$ cat config.mk
export PLATFORM = sky130hd
export DESIGN_NAME = grf1wnr_sb
export DESIGN_NICKNAME = d
export VERILOG_FILES = /design/src/rtl/grf_pkg.sv /design/src/rtl/grf_byte_merge.sv /design/src/rtl/grf1wnr_sb.sv
export SDC_FILE = /design/constraint.sdc
export NUM_CORES = 1
export LEC_CHECK = 0
export BUFFER_PORTS_ARGS = -buffer_cell sky130_fd_sc_hd__buf_4
export CORE_MARGIN = 5
export CORE_UTILIZATION = 57
export CTS_CLUSTER_DIAMETER = 30
export DETAILED_ROUTE_END_ITERATION = 7
export HOLD_SLACK_MARGIN = 0.05
export PLACE_DENSITY = 0.88
export SYNTH_ARGS = -nofsm -noshare
export SYNTH_HDL_FRONTEND = slang
export SYNTH_SLANG_ARGS = --single-unit
$ cat constraint.sdc
create_clock -name i_clk -period 2.34 [get_ports i_clk]
set_input_delay 0.351 -clock i_clk [delete_from_list [all_inputs] [get_ports i_clk]]
set_output_delay 0.351 -clock i_clk [all_outputs]
set_load 0.01 [all_outputs]
$ cat src/rtl/grf_pkg.sv
// Shared defaults and helpers for the parametrised 1-write/N-read register file.
// Pure declarations: no logic, no latency, no flow control.
package grf_pkg;

    localparam int DEF_DWIDTH = 32;
    localparam int DEF_AWIDTH = 4;
    localparam int DEF_NRD    = 2;
    localparam int NBYTES     = DEF_DWIDTH / 8;

    // Fixed-width carrier so one helper serves every packed port vector size.
    localparam int VEC_MAX = 256;
    typedef logic [VEC_MAX-1:0] pvec_t;

    function automatic int nbytes_of(input int dw);
        return dw / 8;
    endfunction

    function automatic pvec_t unpack_field(input pvec_t vec, input int k, input int w);
        pvec_t mask;
        mask = (pvec_t'(1) << w) - pvec_t'(1);
        return (vec >> (k * w)) & mask;
    endfunction

    function automatic pvec_t pack_field(input pvec_t vec, input pvec_t field, input int k, input int w);
        pvec_t mask;
        mask = (pvec_t'(1) << w) - pvec_t'(1);
        return (vec & ~(mask << (k * w))) | ((field & mask) << (k * w));
    endfunction

endpackage

$ cat src/rtl/grf_byte_merge.sv
// Byte-lane merge of new write data over the old register word.
// Purely combinational, zero latency, no backpressure.
module grf_byte_merge
    import grf_pkg::*;
#(
    parameter int DWIDTH = DEF_DWIDTH
) (
    input  logic [DWIDTH-1:0]   i_old,
    input  logic [DWIDTH-1:0]   i_din,
    input  logic [DWIDTH/8-1:0] i_wen,
    output logic [DWIDTH-1:0]   o_merged
);

    localparam int NB = nbytes_of(DWIDTH);

    always_comb begin
        o_merged = i_old;
        for (int b = 0; b < NB; b++) begin
            if (i_wen[b]) begin
                o_merged[b*8 +: 8] = i_din[b*8 +: 8];
            end
        end
    end

endmodule

$ cat src/rtl/grf1wnr_sb.sv
// 1-write/N-read register file with byte merge, write-through bypass and busy scoreboard.
// Reads are combinational; writes/locks land on the next enabled edge; no backpressure.
module grf1wnr_sb
    import grf_pkg::*;
#(
    parameter int DWIDTH  = DEF_DWIDTH,
    parameter int AWIDTH  = DEF_AWIDTH,
    parameter int NRD     = DEF_NRD,
    parameter int R0_ZERO = 0
) (
    input  logic                  i_clk,
    input  logic                  i_rst_b,
    input  logic                  i_clk_en,
    input  logic                  i_cs_b,
    input  logic [AWIDTH-1:0]     i_waddr,
    input  logic [DWIDTH/8-1:0]   i_wen,
    input  logic [DWIDTH-1:0]     i_din,
    input  logic                  i_wunlock,
    input  logic                  i_lock,
    input  logic [AWIDTH-1:0]     i_lock_addr,
    input  logic [NRD*AWIDTH-1:0] i_raddr,
    output logic [NRD*DWIDTH-1:0] o_dout,
    output logic [NRD-1:0]        o_busy,
    output logic [2**AWIDTH-1:0]  o_busy_vec,
    output logic                  o_lock_err
);

    localparam int DEPTH = 1 << AWIDTH;
    localparam bit ZR0   = (R0_ZERO != 0);

    logic [DWIDTH-1:0] r_mem [DEPTH];
    logic [DEPTH-1:0]  r_busy;
    logic              r_lock_err;

    logic              w_wact;
    logic              w_we;
    logic              w_lock;
    logic              w_unlock;
    logic [DWIDTH-1:0] w_old;
    logic [DWIDTH-1:0] w_merged;
    logic [DEPTH-1:0]  w_set;
    logic [DEPTH-1:0]  w_clr;

    assign w_wact   = !i_cs_b && (|i_wen);
    assign w_we     = w_wact && !(ZR0 && (i_waddr == '0));
    assign w_lock   = i_lock && !(ZR0 && (i_lock_addr == '0));
    assign w_unlock = !i_cs_b && i_wunlock;
    assign w_old    = r_mem[i_waddr];

    // One address decode feeds the scoreboard update, lock_err and o_busy masking.
    always_comb begin
        w_set = '0;
        w_clr = '0;
        if (w_lock) begin
            w_set = DEPTH'(1) << i_lock_addr;
        end
        if (w_unlock) begin
            w_clr = DEPTH'(1) << i_waddr;
        end
    end

    grf_byte_merge #(
        .DWIDTH   (DWIDTH)
    ) u_merge (
        .i_old    (w_old),
        .i_din    (i_din),
        .i_wen    (i_wen),
        .o_merged (w_merged)
    );

    always_ff @(posedge i_clk or negedge i_rst_b) begin
        if (!i_rst_b) begin
            for (int r = 0; r < DEPTH; r++) begin
                r_mem[r] <= '0;
            end
        end else if (i_clk_en && w_we) begin
            r_mem[i_waddr] <= w_merged;
        end
    end

    // A lock and an unlock on the same register: the lock wins, a new producer was issued.
    always_ff @(posedge i_clk or negedge i_rst_b) begin
        if (!i_rst_b) begin
            r_busy     <= '0;
            r_lock_err <= 1'b0;
        end else if (i_clk_en) begin
            for (int r = 0; r < DEPTH; r++) begin
                if (w_set[r]) begin
                    r_busy[r] <= 1'b1;
                end else if (w_clr[r]) begin
                    r_busy[r] <= 1'b0;
                end
            end
            r_lock_err <= w_lock && r_busy[i_lock_addr] && !w_clr[i_lock_addr];
        end
    end

    for (genvar k = 0; k < NRD; k++) begin : g_rd
        logic [AWIDTH-1:0] w_ra;
        logic              w_zero;
        logic              w_hit;

        assign w_ra   = AWIDTH'(unpack_field(pvec_t'(i_raddr), k, AWIDTH));
        assign w_zero = ZR0 && (w_ra == '0);
        assign w_hit  = w_wact && (i_waddr == w_ra);

        assign o_dout[k*DWIDTH +: DWIDTH] = w_zero ? '0 : (w_hit ? w_merged : r_mem[w_ra]);
        assign o_busy[k] = !w_zero && r_busy[w_ra] && !w_clr[w_ra];
    end

    assign o_busy_vec = r_busy;
    assign o_lock_err = r_lock_err;

endmodule
==> impl_metrics.tcl, run 1 <==
set metrics [dict create \
    synthTopCellsByArea "dfrtp_1 (41%), mux4_2 (32%), o21ai_0 (5.2%)" \
    yosysUniqueCellTypes 53 \
    gr-total-overflow 26 \
    synth_top_area_cell "dfrtp_1" \
    h-tree-depth 3 \
    synthArstFlopShare_pct 100 \
    syn-num-nets 2774 \
    worst-ep-kind "output port" \
    synth-seq-cells 529 \
    error_message "[ERROR GRT-0232] Routing congestion too high. Check the congestion heatmap in the GUI." \
    ys_seq_area_share_pct 41.2 \
    outcome "aborted with a tool error" \
    start_util_pct 57.2 \
    synthCells 2716 \
    row_count 87 \
    track_usage_pct 77.7 \
    place_hpwl_um 73000 \
    ioPinCount 141 \
    synthFlopType "dfrtp_1" \
    cts_root_buf "clkbuf_16" \
    postGrtWorstEndpoint "o_dout[19]" \
    cts.sinks 529 \
    synth_top_area_share_pct 41.2 \
    gp_congestion 0.969 \
    lastStage "global routing" \
    synth_warnings 0 \
    synth.avg_cell_area_um2 11.8 \
    dpl.cell_count 3654 \
    dp_slack_ns -0.385 \
    port_buffers 140 \
    synth-edff-count 0 \
    clockBufferDepth 3 \
    syn_area_um2 32100 \
    cts-buffers-inserted 99 \
    grt_antenna_before_repair 35 \
    die_width_um 247 \
    die_h_um 247 \
    grt_max_degree 84 \
]
repair_timing:
action / CTS
buffers inserted: 101
cloned: 3
hold buffers: 3
endpoints found under the hold margin: 42
resized for setup: 190
endpoints found under the setup margin: 66
pin swaps: 72
cell families after synthesis:
logic type | Yosys count | synth area share (%)
AOI/OAI and AO/OA | 727 | 12.6
xor gates and xnor gates | 10 | 0.272
buffers and inverters | 292 | 4.56
DFF | 529 | 41.2
muxes | 490 | 33.0
and+or+nand+nor | 668 | 8.40
synthesized netlist by cell type, types with 6 or more instances:
library cell,number
buf_6,12
buf_2,92
clkbuf_1,106
buf_4,43
a21oi_1,228
mux2i_1,30
o21ai_0,337
o21ai_1,17
a211oi_1,22
a21oi_2,60
dfrtp_1,529
nand2b_1,7
mux4_2,454
o22ai_1,33
mux2_2,6
a311oi_1,12
nor2_1,267
nand2_1,355
nand3_1,7
xor2_1,6
buf_1,31
metrics by stage:
stage	util, %	hold WS, ns	area [um^2]	TNS [ns]
4_1_cts	73.3	0.0805	41200	-25.54
3_3_place_gp	64.7	0.340	36400	-38.92
2_1_floorplan	-	0.0554	32400	-0.808
3_5_place_dp	64.7	0.339	36400	-72.93
per-layer routing:
metal / GRT usage, % / overflow
met1: 73.8 / 2
met2: 86.3 / 7
met3: 75.5 / 6
met4: 74.6 / 11
met5: 66.3 / 0
==> run 2, diff against run 1 <==
Settings changed: CORE_UTILIZATION 57 to 40, CTS_CLUSTER_DIAMETER 30 to default, HOLD_SLACK_MARGIN 0.05 to default, PLACE_DENSITY 0.88 to default, PLACE_DENSITY_LB_ADDON from default to 0.15.
Clock period 2.34 ns to 3 ns, I/O delays scaled along.
==> run 2 against run 1 <==
Against the previous run:
- the flow now finishes without violations
- synthesized cell count is the same
- area after synthesis did not move
==> impl_metrics.tcl, run 2 <==
set metrics [dict create \
    die_width_um 293 \
    power_frac_seq_pct 41.3 \
    peakVddDrop_uv 456 \
    cts_tree "done" \
    finalSetupTns_ns 0 \
    vias 24900 \
    reg2reg_from "r_mem[83]" \
    synth-seq-cells 529 \
    ioPinCount 141 \
    crit_arrival_ns 2.50 \
    largest_register_ffs 512 \
    syn_area_um2 32100 \
    synth_top_area_cell "dfrtp_1" \
    worstMarginPinSlew_ns 0.975 \
    gp_congestion 0.862 \
    fin_skew_ns 0.0228 \
    ys_seq_area_share_pct 41.2 \
    row_count 104 \
    core_um2 80200 \
    critical_path.startpoint "r_mem[0]" \
    power_switching_mw 7.96 \
    drt_pre_antenna_iters 5 \
    yosys-top-cells-count "dfrtp_1 (529), mux4_2 (454), nand2_1 (355)" \
    via_per_inst 6.28 \
    cts-buffers-inserted 58 \
    cp_slowest_cell "mux4_2" \
    slowest_delay_ns 0.49 \
    wl_um 110000 \
    area_growth_pct 17.7 \
    rsz0062_at_grt "false" \
    outcome "complete, no violations" \
    route.detailed.drc 0 \
    synthFlopType "dfrtp_1" \
    die_area_um2 86100 \
    first_global_vias 25500 \
    wl_per_cell_um 27.8 \
    final_cell_mix "dfrtp_1 (529), mux4_2 (454), nand2_1 (352), o21ai_0 (332), buf_4 (286)" \
    slew_headroom_pct 34.8 \
    regMostFlops "r_mem" \
    placed_area_um2 35800 \
    worstSetupPathType "reg2out" \
    report.final.hold_viol_count 0 \
    combPwrFrac_pct 29.0 \
    track_usage_pct 25.4 \
    cts.sinks 529 \
    drive_gt1_share_pct 34.5 \
    grt_pass1_wl_um 166000 \
    layout_commonest_cell "dfrtp_1" \
    end_kind "output port" \
    setup_viol 0 \
    crit_path_frequent_cell "mux4_2" \
    leakagePower_nw 15.3 \
    fill_cells 7171 \
    synth_top_area_share_pct 41.2 \
    p_int_mw 17.3 \
    path_clk_slew_ns 0.06 \
    cap_violations 0 \
    switching_share_pct 31.5 \
    clockBufferDepth 3 \
    drv_slew 0 \
    port_buffers 140 \
    power_density_nw_per_um2 668 \
    synthCells 2716 \
    synth_most_common_cell "dfrtp_1" \
    synthArstFlopShare_pct 100 \
    fin_crit_sh_pct 98.2 \
    syn-num-nets 2774 \
    cts_root_buf "clkbuf_16" \
    dr.first_iter.drc_count 2434 \
    min_from "i_clk_en" \
    crit_chain "mux4_2, mux4_2, nand2_1, o21ai_0, buf_4" \
    h-tree-depth 2 \
    synth.avg_cell_area_um2 11.8 \
    gr-total-overflow 0 \
    critPathLaunchType "flop" \
    start_util_pct 40.1 \
    synthTopCellsByArea "dfrtp_1 (41%), mux4_2 (32%), o21ai_0 (5.2%)" \
    die_h_um 293 \
    power_frac_clock_pct 29.6 \
    cp.required_ns 2.55 \
    synth-edff-count 0 \
    grt_max_degree 77 \
    hold_class "in2reg" \
    place_hpwl_um 70800 \
    synth_warnings 0 \
    antenna_left 0 \
    insertion_delay_ns 0.64 \
    cp_max_fo 4 \
    grt_antenna_before_repair 1 \
    design_area_um2 37800 \
    period_minus_slack_ns 2.95 \
    yosysUniqueCellTypes 53 \
    fmax_mhz 339 \
    final_net_count 2917 \
    fin_hold_ws_ns 0.113 \
]
==> run 2: cell counts after synthesis <==
No cell type changed its count.
==> run 2: path summary, 6_finish.rpt <==
path,slack [ns],depth (start not counted),endpoint
max in group asynchronous,1.68,4,r_mem[145]
hold / removal,0.11,2,o_lock_err
hold reg to reg,0.52,2,r_mem[13]
setup / recovery,0.05,5,o_dout[0]
setup reg to reg,0.99,7,r_mem[179]
min in group asynchronous,0.35,2,r_mem[441]
==> run 2: power groups by stage <==
stage	Sequential (mW)	Clock [mW]	Combinational (mW)
4_1_cts	10.4	7.64	7.36
3_3_place_gp	10.4	0	7.17
3_5_place_dp	10.5	0	7.33
5_1_grt	10.6	7.93	8.00
6_report	10.4	7.49	7.34
2_1_floorplan	9.88	0	5.16
==> run 2: stage by stage <==
stage / cells / utilization, % / total power, mW / setup slack (ns)
after CTS: 3959 / 47.1 / 25.4 / 0.0000286
after global placement: 3854 / 44.7 / 17.5 / 0.0686
final: 3964 / 47.2 / 25.3 / 0.0531
after global routing: 3964 / 47.2 / 26.6 / 0.000221
after detailed placement: 3854 / 44.7 / 17.8 / 0.0719
after floorplan: 2716 / - / 15.0 / 0.283
==> run 2: kinds of logic (layout without fill, tap and decap cells) <==
logic type / after synthesis / after routing / share of synthesized area (%)
muxes: 490 / 490 / 33.0
buffers and inverters: 292 / 479 / 4.56
DFF: 529 / 529 / 41.2
AOI/OAI and AO/OA: 727 / 727 / 12.6
xor gates and xnor gates: 10 / 10 / 0.272
and+or+nand+nor: 668 / 668 / 8.40
other: 0 / 1 / 0
==> run 2: layout make-up <==
class / count / area [um^2] / share of cell area, %
antenna: 1 / 2.50 / 0.00661
timing repair buffer: 368 / 3710 / 9.81
inverter: 7 / 27.5 / 0.0727
clock buffer: 88 / 1710 / 4.51
sequential: 529 / 13200 / 35.0
multi-input combinational: 1895 / 17600 / 46.4
tap: 1060 / 1330 / 3.51
clock inverter: 16 / 254 / 0.671
==> run 2: what timing repair did <==
action                                  in CTS  in global routing
hold buffers                                 1                  0
setup buffers                                0                  4
hold endpoints to repair                    47                  0
gates resized for setup                      0                 10
endpoints found under the setup margin       0                 10
==> run 2: metal layers <==
layer,vias up,part of all wire [%],GRT usage (%)
met5,-,0,0.111
met4,0,4.3,9.27
met3,269,8.9,6.24
met2,1230,47,40.1
met1,12800,40,34.5
li1,10600,-,-
==> run 2: worst max-delay path, delay by kind of cell (launching register included) <==
family,cells,cell delay (ns)
buffers and inverters,1,0.21
DFF,1,0.42
muxes,2,0.97
and+or+nand+nor,1,0.08
AOI/OAI and AO/OA,1,0.19
(Power assumes the default switching activity.)
